**config.mk**
```make
export PLATFORM = sky130hd
export DESIGN_NAME = pwm_decoder_flat
export DESIGN_NICKNAME = d
export VERILOG_FILES = /design/src/rtl/pwm_decoder_if.sv /design/src/rtl/pwm_decoder.sv /design/src/flat_wrapper.sv
export SDC_FILE = /design/constraint.sdc
export NUM_CORES = 1
export LEC_CHECK = 0
export CAP_MARGIN = 5
export CORE_AREA = 2 2 166 168
export DETAILED_ROUTE_END_ITERATION = 8
export DIE_AREA = 0 0 168 170
export PLACE_DENSITY = 0.68
export SLEW_MARGIN = 10
export SYNTH_ARGS = -nofsm -noshare
export SYNTH_HDL_FRONTEND = slang
export SYNTH_SLANG_ARGS = --single-unit
```
**constraint.sdc**
```tcl
create_clock -name CLK -period 7.12 [get_ports CLK]
set_clock_uncertainty 0.2 [all_clocks]
set_input_delay 0.712 -clock CLK [delete_from_list [all_inputs] [get_ports CLK]]
set_output_delay 0.712 -clock CLK [all_outputs]
set_load 0.05 [all_outputs]
```
**src/rtl/pwm_decoder_if.sv**
```systemverilog
// pwm_decoder_if: groups the measurement-side signals of one PWM decoder.
// Latency: n/a (wires only).
// Backpressure: none; START is a pulse and results are one-cycle strobes.
// Ports: master drives START/CYCLE/TIME_CNT/PWM_IN and observes the results;
//   slave (the decoder) consumes the stimulus and drives DUTY/PHASE/ERR/BUSY/DOUT_VALID.
interface pwm_decoder_if #(
   parameter int WIDTH = 13
);
   logic             START;
   logic [WIDTH-1:0] CYCLE;
   logic [WIDTH-1:0] TIME_CNT;
   logic             PWM_IN;
   logic [WIDTH-1:0] DUTY;
   logic [WIDTH-1:0] PHASE;
   logic             ERR;
   logic             BUSY;
   logic             DOUT_VALID;

   modport master (
      output START, CYCLE, TIME_CNT, PWM_IN,
      input  DUTY, PHASE, ERR, BUSY, DOUT_VALID
   );

   modport slave (
      input  START, CYCLE, TIME_CNT, PWM_IN,
      output DUTY, PHASE, ERR, BUSY, DOUT_VALID
   );
endinterface

```
**src/rtl/pwm_decoder.sv**
```systemverilog
// pwm_decoder: recovers the (duty, phase) pair of one PWM output over one period.
// Latency: DOUT_VALID 3 CLK after the sample with tcnt_d == T-1.
// Backpressure: none; one-cycle result strobe, outputs hold until next result or RST.
// Ports: CLK, RST (synchronous, active-high); bus (pwm_decoder_if.slave):
//   START, CYCLE, TIME_CNT, PWM_IN in; DUTY, PHASE, ERR, BUSY, DOUT_VALID out.
// Option macro PWM_DECODER_CONTINUOUS_EN: after one START, stream a result every period.
module pwm_decoder #(
   parameter int WIDTH    = 13,
   parameter int IN_DELAY = 1
) (
   input  logic          CLK,
   input  logic          RST,
   pwm_decoder_if.slave  bus
);

   typedef enum logic [2:0] {
      S_IDLE, S_ARM, S_MEASURE, S_CALC1, S_CALC2, S_DONE
   } state_t;

   state_t state, state_nx;

   // TIME_CNT delayed to line up with PWM_IN
   logic [WIDTH-1:0] tcnt_d;
   generate
      if (IN_DELAY == 0) begin : g_nodly
         assign tcnt_d = bus.TIME_CNT;
      end else begin : g_dly
         logic [WIDTH-1:0] sr [IN_DELAY];
         always_ff @(posedge CLK) begin
            if (RST) begin
               for (int i = 0; i < IN_DELAY; i++) sr[i] <= '0;
            end else begin
               sr[0] <= bus.TIME_CNT;
               for (int i = 1; i < IN_DELAY; i++) sr[i] <= sr[i-1];
            end
         end
         assign tcnt_d = sr[IN_DELAY-1];
      end
   endgenerate

   // Measurement state
   logic             prev, first, err, lvl_c;
   logic [WIDTH-1:0] t_len, r, f, t_prev;
   logic [1:0]       rise_cnt, fall_cnt;
   // Snapshot of a finished period, consumed by the two calc stages
   logic             c1_vld, c2_vld, c_err, c_lvl, err_q;
   logic [WIDTH-1:0] c_r, c_f, c_t;
   logic [1:0]       c_rc, c_fc;
   logic [WIDTH:0]   d_q;
   // Outputs
   logic [WIDTH-1:0] duty_q, phase_q;
   logic             err_o, vld_o;

   logic             is_last, rise, fall, err_nx;
   logic [WIDTH-1:0] r_nx, f_nx;
   logic [1:0]       rc_nx, fc_nx;
   logic [WIDTH:0]   d_calc, s_calc;
   logic [WIDTH-1:0] p_calc;

   assign is_last = (tcnt_d == t_len - 1'b1);
   assign rise    = bus.PWM_IN & ~prev;
   assign fall    = ~bus.PWM_IN & prev;
   assign lvl_c   = bus.PWM_IN;

   // FSM state register
   always_ff @(posedge CLK) begin
      if (RST) state <= S_IDLE;
      else     state <= state_nx;
   end

   always_comb begin
      state_nx = state;
      case (state)
         S_IDLE:    if (bus.START) state_nx = S_ARM;
         // prev holds the t=T-1 level when MEASURE sees t=0
         S_ARM:     if (is_last) state_nx = S_MEASURE;
`ifdef PWM_DECODER_CONTINUOUS_EN
         S_MEASURE: state_nx = S_MEASURE;
`else
         S_MEASURE: if (is_last) state_nx = S_CALC1;
`endif
         S_CALC1:   state_nx = S_CALC2;
         S_CALC2:   state_nx = S_DONE;
         S_DONE:    state_nx = S_IDLE;
         default:   state_nx = S_IDLE;
      endcase
   end

   // Per-sample edge capture; counts saturate at 2, which already marks an error
   always_comb begin
      r_nx   = r;
      f_nx   = f;
      rc_nx  = rise_cnt;
      fc_nx  = fall_cnt;
      err_nx = err;
      if (rise) begin
         r_nx = tcnt_d;
         if (rise_cnt != 2'd2) rc_nx = rise_cnt + 2'd1;
      end
      if (fall) begin
         f_nx = tcnt_d;
         if (fall_cnt != 2'd2) fc_nx = fall_cnt + 2'd1;
      end
      if (first ? (tcnt_d != '0) : (tcnt_d != t_prev + 1'b1)) err_nx = 1'b1;
   end

   always_ff @(posedge CLK) begin
      if (RST) begin
         prev     <= 1'b0;
         first    <= 1'b0;
         err      <= 1'b0;
         t_len    <= '0;
         r        <= '0;
         f        <= '0;
         t_prev   <= '0;
         rise_cnt <= '0;
         fall_cnt <= '0;
         c1_vld   <= 1'b0;
         c_err    <= 1'b0;
         c_lvl    <= 1'b0;
         c_r      <= '0;
         c_f      <= '0;
         c_t      <= '0;
         c_rc     <= '0;
         c_fc     <= '0;
      end else begin
         prev   <= bus.PWM_IN;
         c1_vld <= 1'b0;
         if (state == S_IDLE && bus.START) begin
            t_len    <= bus.CYCLE;
            r        <= '0;
            f        <= '0;
            rise_cnt <= '0;
            fall_cnt <= '0;
            err      <= 1'b0;
            first    <= 1'b1;
         end
         if (state == S_MEASURE) begin
            r        <= r_nx;
            f        <= f_nx;
            rise_cnt <= rc_nx;
            fall_cnt <= fc_nx;
            err      <= err_nx;
            first    <= 1'b0;
            t_prev   <= tcnt_d;
            if (is_last) begin
               // hand the finished period to the calc stages so sampling can go on
               c_r    <= r_nx;
               c_f    <= f_nx;
               c_rc   <= rc_nx;
               c_fc   <= fc_nx;
               c_err  <= err_nx;
               c_lvl  <= lvl_c;
               c_t    <= t_len;
               c1_vld <= 1'b1;
`ifdef PWM_DECODER_CONTINUOUS_EN
               // next period starts with the very next sample
               t_len    <= bus.CYCLE;
               r        <= '0;
               f        <= '0;
               rise_cnt <= '0;
               fall_cnt <= '0;
               err      <= 1'b0;
               first    <= 1'b1;
`endif
            end
         end
      end
   end

   // Duty: pulse width, allowing the high interval to wrap through t=0
   always_comb begin
      d_calc = '0;
      if (c_rc == 2'd0)  d_calc = c_lvl ? {1'b0, c_t} : '0;
      else if (c_f >= c_r) d_calc = {1'b0, c_f} - {1'b0, c_r};
      else                 d_calc = {1'b0, c_f} + {1'b0, c_t} - {1'b0, c_r};
   end

   // Phase: undo f = T - phase + ceil(duty/2); s < 2T so one subtract suffices
   always_comb begin
      s_calc = ((d_q + 1'b1) >> 1) + {1'b0, c_t} - {1'b0, c_f};
      p_calc = '0;
      if (c_rc != 2'd0)
         p_calc = WIDTH'((s_calc >= {1'b0, c_t}) ? s_calc - {1'b0, c_t} : s_calc);
   end

   always_ff @(posedge CLK) begin
      if (RST) begin
         c2_vld  <= 1'b0;
         d_q     <= '0;
         err_q   <= 1'b0;
         duty_q  <= '0;
         phase_q <= '0;
         err_o   <= 1'b0;
         vld_o   <= 1'b0;
      end else begin
         c2_vld <= c1_vld;
         vld_o  <= c2_vld;
         if (c1_vld) begin
            d_q   <= d_calc;
            err_q <= c_err | (c_rc != c_fc) | (c_rc > 2'd1);
         end
         if (c2_vld) begin
            err_o   <= err_q;
            duty_q  <= err_q ? '0 : WIDTH'(d_q);
            phase_q <= err_q ? '0 : p_calc;
         end
      end
   end

   assign bus.DUTY       = duty_q;
   assign bus.PHASE      = phase_q;
   assign bus.ERR        = err_o;
   assign bus.DOUT_VALID = vld_o;
   assign bus.BUSY       = (state != S_IDLE);

endmodule
```
**src/flat_wrapper.sv**
```systemverilog
// flat-port wrapper written by rule: the top's interface ports become plain ports
module pwm_decoder_flat 
#(
   parameter int WIDTH    = 13,
   parameter int IN_DELAY = 1
)
  (CLK, RST, bus_START, bus_CYCLE, bus_TIME_CNT, bus_PWM_IN, bus_DUTY, bus_PHASE, bus_ERR, bus_BUSY, bus_DOUT_VALID);
  pwm_decoder_if #(.WIDTH(WIDTH)) bus_i ();
  input  logic CLK;
  input  logic RST;
  input wire logic [$bits(bus_i.START)-1:0] bus_START;
  input wire logic [$bits(bus_i.CYCLE)-1:0] bus_CYCLE;
  input wire logic [$bits(bus_i.TIME_CNT)-1:0] bus_TIME_CNT;
  input wire logic [$bits(bus_i.PWM_IN)-1:0] bus_PWM_IN;
  output wire logic [$bits(bus_i.DUTY)-1:0] bus_DUTY;
  output wire logic [$bits(bus_i.PHASE)-1:0] bus_PHASE;
  output wire logic [$bits(bus_i.ERR)-1:0] bus_ERR;
  output wire logic [$bits(bus_i.BUSY)-1:0] bus_BUSY;
  output wire logic [$bits(bus_i.DOUT_VALID)-1:0] bus_DOUT_VALID;
  assign bus_i.START = bus_START;
  assign bus_i.CYCLE = bus_CYCLE;
  assign bus_i.TIME_CNT = bus_TIME_CNT;
  assign bus_i.PWM_IN = bus_PWM_IN;
  assign bus_DUTY = bus_i.DUTY;
  assign bus_PHASE = bus_i.PHASE;
  assign bus_ERR = bus_i.ERR;
  assign bus_BUSY = bus_i.BUSY;
  assign bus_DOUT_VALID = bus_i.DOUT_VALID;
  pwm_decoder #(.WIDTH(WIDTH), .IN_DELAY(IN_DELAY)) u_core (.CLK(CLK), .RST(RST), .bus(bus_i));
endmodule
```
==> summary.md, run 1 <==
| Metric | Value |
|---|---|
| Share of the synthesized area in the top cell type | 31.3% |
| Clock sink count | 165 |
| Worst-Margin Slew | 952 ps |
| Crit-path cells | and3_1, and3_1, nand2_1, nor2_1, xor2_1, fa_1, ha_1, a21oi_1, o2111ai_1, a31oi_1, xnor2_1, ha_1, or3_1, a31oi_1, o21ai_0, a221oi_2, buf_4, nor3_1, a221o_1 |
| DRC errors left | 0 |
| Critical path class | reg2reg |
| R2R depth | 19 |
| CP Buf/Inv Count | 1 |
| Worst hold path stage count | 2 |
| Final WL | 28,400 µm |
| Post-Syn Area | 0.0106 mm² |
| Synth async-reset ratio | 0% |
| MaxCap Viol Count | 0 |
| Crit start category | register |
| Max-slew violation count | 0 |
| Area Growth Syn to Fin | 13.3% |
| Wire per inst | 17.6 µm |
| Lkg Pwr | 0.00435 µW |
| Vias | 8,863 |
| First-pass GRT wire length | 45,500 µm |
| Placer Congestion | 0.878 |
| Cell count along the critical path | 19 |
| Post-synth EDFFs | 0 |
| Htree depth | 4 |
| Share of power burned in registers | 47.5% |
| Pin count of the biggest net entering global routing | 82 |
| Initial Utilization | 39.7% |
| Hold_buf cts | 0 |
| Later-pin clock latency in the skew report | 430 ps |
| Status | finished clean |
| Die X | 168 µm |
| CTS tree | done |
| Post-synthesis sequential area ratio | 31.3% |
| Post-synth cell types | 70 |
| Data arrival time of the worst path | 5750 ps |
| Cell Rows | 60 |
| Switching share of power | 27.3% |
| Antenna diodes | 0 |
| Starting DRT DRC Count | 702 |
| Postcts setup bufs | 0 |
| CP Data Required Time | 7250 ps |
| Die Height | 170 µm |
| CP endpoint kind | register |
| Cts bufs inserted | 17 |
| Die area | 0.0286 mm² |
| Pwr dens | 169 mW/mm² |
| GRT Total Usage | 20.1% |
| Final worst path period need | 5620 ps |
| Clock power frac | 46.1% |
| Post-synth top flop | dfxtp_1 |
| Period utilisation layout | 79.0% |
| Total chip power | 2020 µW |
| Io pins | 59 |
| P_sw | 552 µW |
| Hold crit path type | reg2reg |
| # fillers | 2,593 |
| Cell-internal power | 1470 µW |
| Post-cts gate resize count | 0 |
| RSZ-0062 raised after global routing | false |
| Clock transition at the registers of the reported paths | 70 ps |
| Vias in the first global route | 8,493 |
| Max VDD drop | 0.000134 V |
| Bufs on Longest Clock Path | 2 |
| Port-buffer cells | 58 |
| Most frequent cells in the layout | 165 x dfxtp_1, 103 x nor2_1, 94 x nand2_1 |
| Post-synthesis cell count | 1,236 |
| Top cell type by total area after synthesis | dfxtp_1 |
| Most common cell after layout, fill and taps aside | dfxtp_1 |
| Slowest-stage cell, CP | a221oi_2 |
| Remaining antenna violation count | 0 |
| Core ar. | 0.0267 mm² |
| Synthesized Nets | 1,352 |
| Yosys reg bits | 165 |
| Total global routing overflow | 0 |
| Initial antenna violation count | 0 |
| Final-report hold violation count | 0 |
| Yosys warning count | 0 |
| Share of post-route cells with drive strength above 1 | 6.14% |
| Setup TNS | 0 ps |
| Avg Cell Area, Syn | 8.55 µm² |
| Top cells by area, synth | dfxtp_1 31%, ha_1 6.9%, fa_1 5.3%, mux2i_1 5.3%, xnor2_1 4.3% |
| Number of nets in the layout | 1,373 |
| Relative slew margins | 36.5% |
| Vias per inst | 5.50 |
| Combinational power share | 6.3% |
| CP Max Fanout | 13 |
| CP top delay family | compound AO/OA/AOI/OAI gates |
| Clk root buf | clkbuf_16 |
| DP Wirelength | 21,500 µm |
| DRT Pass-1 Iters | 5 |
| FMAX | 178 MHz |
| Crit path largest cell delay | 520 ps |
| Final setup violating endpoints | 0 |
## worst register-to-register path, stage by stage, from the launching register on
cell	delay, ps
dfxtp_1	430
and3_1	210
and3_1	250
nand2_1	80
nor2_1	240
xor2_1	210
fa_1	440
ha_1	380
a21oi_1	290
o2111ai_1	240
a31oi_1	250
xnor2_1	130
ha_1	210
or3_1	420
a31oi_1	180
o21ai_0	190
a221oi_2	520
buf_4	320
nor3_1	80
a221o_1	260
## flip-flops by register name, indices dropped and copies added, names as in the netlist, 3 cells and up
register / flops
u_core.f: 13
u_core.state: 3
u_core.c_r: 13
u_core.bus.PHASE: 13
u_core.d_q: 14
u_core.c_t: 13
u_core.t_len: 13
u_core.c_f: 13
u_core.t_prev: 13
u_core.g_dly.sr: 13
u_core.r: 13
u_core.bus.DUTY: 13
## cells in the mapped netlist (4+ instances only)
library cell,number
or2_2,7
a21o_1,15
o31a_1,5
nand2b_1,22
a211oi_2,10
mux2i_1,56
and2_1,5
or4_1,5
nand3b_1,15
a211o_1,5
nand4_1,16
o22ai_1,4
xor2_1,22
clkbuf_1,55
dfxtp_1,165
o21ai_0,35
xnor2_1,52
nor4_1,9
o21bai_1,5
or3_1,11
ha_1,58
buf_2,5
nand2_1,94
a22o_1,31
a21oi_1,78
nor3_1,20
buf_1,4
fa_1,28
a31oi_1,13
nor2_1,103
a211oi_1,33
a21boi_0,8
and3_1,7
nor4b_1,6
nand3_1,33
o21a_1,8
inv_1,89
nor2b_1,35
a311oi_1,4
o31ai_1,11
## worst paths after layout
check	startpoint	to	slack, ps
setup / recovery	u_core.d_q[3]	u_core.bus.PHASE[0]	1500
hold / removal	u_core.bus.PHASE[12]	u_core.bus.PHASE[12]	250
setup reg to reg	u_core.d_q[3]	u_core.bus.PHASE[0]	1500
hold reg to reg	u_core.bus.PHASE[12]	u_core.bus.PHASE[12]	250
## layout make-up
| class | instances | area, µm² | share of cell area (%) |
|---|---|---|---|
| Tap cell | 341 | 427 | 3.56 |
| Timing Repair Buffer | 71 | 676 | 5.64 |
| Multi-Input combinational cell | 913 | 6640 | 55.4 |
| Clock buffer | 17 | 425 | 3.55 |
| Inverter | 89 | 334 | 2.79 |
| Clock inverter | 15 | 171 | 1.43 |
| Sequential cell | 165 | 3300 | 27.6 |
## power groups by stage
stage	clock [µW]	combinational [µW]	sequential, µW
2_1_floorplan	0	104	960
3_3_place_gp	0	125	981
3_5_place_dp	0	128	981
4_1_cts	950	128	960
5_1_grt	988	141	962
6_report	933	128	960
## kinds of logic after synthesis
group,share of synthesized area (%)
buffers and inverters,5.99
AOI/OAI and AO/OA,19.6
adders and majority gates,12.2
muxes,5.52
and+or+nand+nor,19.3
xor gates and xnor gates,6.13
DFF,31.3
## metrics by stage
step / hold WS [ps] / instances / setup WS [ps] / util (%) / area [µm²]
2_1_floorplan: 242 / 1236 / 2110 / - / 10600
3_3_place_gp: 238 / 1579 / 1660 / 42.7 / 11400
3_5_place_dp: 242 / 1579 / 1510 / 42.7 / 11400
4_1_cts: 260 / 1611 / 1500 / 44.9 / 12000
5_1_grt: 271 / 1611 / 1120 / 44.9 / 12000
6_report: 253 / 1611 / 1500 / 44.9 / 12000
## per-layer routing
metal | track usage, % | share of wire (%)
met2 | 35.0 | 48
met5 | 0 | 0
met1 | 26.2 | 47
met3 | 2.58 | 3.3
met4 | 5.56 | 1.6
Note: power is estimated with default switching activity, not from simulation.
==> run 2: changes to the inputs <==
--- a/config.mk
+++ b/config.mk
@@ -9,7 +9,7 @@
 export CORE_AREA = 2 2 166 168
 export DETAILED_ROUTE_END_ITERATION = 8
 export DIE_AREA = 0 0 168 170
-export PLACE_DENSITY = 0.68
+export PLACE_DENSITY = 0.7
 export SLEW_MARGIN = 10
 export SYNTH_ARGS = -nofsm -noshare
 export SYNTH_HDL_FRONTEND = slang
==> constraint.sdc (replaced) <==
create_clock -name CLK -period 5.06 [get_ports CLK]
set_clock_uncertainty 0.2 [all_clocks]
set_input_delay 0.506 -clock CLK [delete_from_list [all_inputs] [get_ports CLK]]
set_output_delay 0.506 -clock CLK [all_outputs]
set_load 0.05 [all_outputs]
==> summary.md, run 2 (same netlist as run 1, synthesis figures left out) <==
| Metric | Value |
|---|---|
| Relative slew margins | 17.0% |
| Critical path class | reg2reg |
| Worst-Margin Slew | 1240 ps |
| Core ar. | 0.0267 mm² |
| Max VDD drop | 0.000202 V |
| Register area | 0.00331 mm² |
| Most frequent cells in the layout | 162 x dfxtp_1, 100 x nor2_1, 94 x nand2_1 |
| Die X | 168 µm |
| Max-slew violation count | 0 |
| Antenna diodes | 0 |
| Final WL | 28,800 µm |
| Io pins | 59 |
| Port-buffer cells | 58 |
| Total global routing overflow | 0 |
| Final-report hold violation count | 0 |
| DRT Pass-1 Iters | 5 |
| Area occupied by multi-input gates | 0.00682 mm² |
| Initial Utilization | 39.7% |
| Clk root buf | clkbuf_16 |
| Share of power burned in registers | 47.3% |
| Final worst path period need | 4950 ps |
| First-pass GRT wire length | 45,500 µm |
| Initial antenna violation count | 0 |
| Cell-internal power | 2110 µW |
| Number of nets in the layout | 1,393 |
| Starting DRT DRC Count | 726 |
| Largest register by flop count | u_core.d_q |
| Most common cell after layout, fill and taps aside | dfxtp_1 |
| Clock transition at the registers of the reported paths | 70 ps |
| Share of post-route cells with drive strength above 1 | 10.3% |
| Later-pin clock latency in the skew report | 450 ps |
| Max reg flops | 14 |
| Remaining antenna violation count | 0 |
| Placer Congestion | 0.954 |
| CP Max Fanout | 9 |
| MaxCap Viol Count | 0 |
| Final Util | 46.3% |
| Clock sink count | 165 |
| Vias in the first global route | 8,802 |
| Worst hold path stage count | 2 |
| Area Growth Syn to Fin | 16.8% |
| Bufs on Longest Clock Path | 2 |
| # fillers | 2,541 |
| Pin count of the biggest net entering global routing | 76 |
| FMAX | 202 MHz |
| Die Height | 170 µm |
| Clock power frac | 46.3% |
| CP Data Required Time | 5250 ps |
| Switching share of power | 26.1% |
| P_sw | 745 µW |
| Vias | 9,155 |
| Combinational power share | 6.4% |
| CTS tree | done |
| Cts bufs inserted | 17 |
| DP Wirelength | 21,200 µm |
| Data arrival time of the worst path | 5140 ps |
| Hold_buf cts | 0 |
| Cell Rows | 60 |
| CP endpoint kind | register |
| Crit start category | register |
| Die area | 0.0286 mm² |
| Final setup violating endpoints | 0 |
| Hold crit path type | reg2reg |
| Period utilisation layout | 97.8% |
| Htree depth | 4 |
| Min Hold Slack | 253 ps |
| GRT Total Usage | 20.1% |
| Vias per inst | 5.61 |
| DRC errors left | 0 |
| R2R depth | 20 |
| Total chip power | 2860 µW |
| Pwr dens | 231 mW/mm² |
| Lkg Pwr | 0.00449 µW |
| Wire per inst | 17.7 µm |
| Status | finished clean |
run 2: changes by cell type in the layout (fill, tap and decap cells not counted), sizes merged:
cell / previous run / this run
clkinv: 3 / 4
buf: 14 / 33
clkinvlp: 0 / 3
inv: 101 / 95
clkbuf: 17 / 19
bufinv: 0 / 1
run 2: layer usage:
layer  global-route usage [%]  part of all wire (%)
met3                     3.19                   4.6
met4                     8.66                   4.3
met5                        0                     0
met2                     34.1                    47
met1                     25.4                    44
run 2: power by group through the flow:
stage,clock (µW),combinational [µW],sequential (µW)
2_1_floorplan,0,146,1350
3_3_place_gp,0,176,1380
3_5_place_dp,0,180,1380
4_1_cts,1340,181,1350
5_1_grt,1390,201,1350
6_report,1320,182,1350
run 2: worst paths after layout:
| path | from | to | slack [ps] |
|---|---|---|---|
| max | u_core.d_q[0] | u_core.bus.PHASE[11] | 110 |
| max reg2reg | u_core.d_q[0] | u_core.bus.PHASE[11] | 110 |
| min | u_core.bus.PHASE[12] | u_core.bus.PHASE[12] | 250 |
| min reg2reg | u_core.bus.PHASE[12] | u_core.bus.PHASE[12] | 250 |
run 2: area by class of cell:
| type | count | share of cell area (%) |
|---|---|---|
| repair buffers | 91 | 6.95 |
| well taps | 341 | 3.46 |
| flip-flops and latches | 165 | 26.8 |
| multi-input cells | 913 | 55.2 |
| clock buffers | 18 | 3.56 |
| clock inverters | 14 | 1.34 |
| inverters | 89 | 2.71 |
run 2: worst max-delay path, cell delays in order (launching register included):
cell and delay, ps:
dfxtp_1 360, ha_1 260, xor2_1 160, fa_1 520, inv_1 70, fa_1 460
nor2b_2 180, o21ai_2 120, o21ai_2 190, nor2_1 80, xnor2_1 160, ha_1 350
nand4_1 240, a211oi_2 250, nor3_2 90, o21ai_2 230, a221oi_4 110, buf_6 150
buf_8 130, or4_1 500, nand3_1 80
run 2: timing repair:
item	CTS	global route
setup endpoints to repair	0	13
resized for setup	0	48
setup buffers	0	9
run 2: per-stage QoR:
step	setup slack [ps]	instance area [µm²]	std cells	TNS [ps]
after floorplan	48.8	10600	1236	0
after global placement	183	11500	1588	0
after global routing	-121	12300	1631	-834
after CTS	34.5	12100	1620	0
final	112	12300	1631	0
after detailed placement	62.5	11500	1588	0
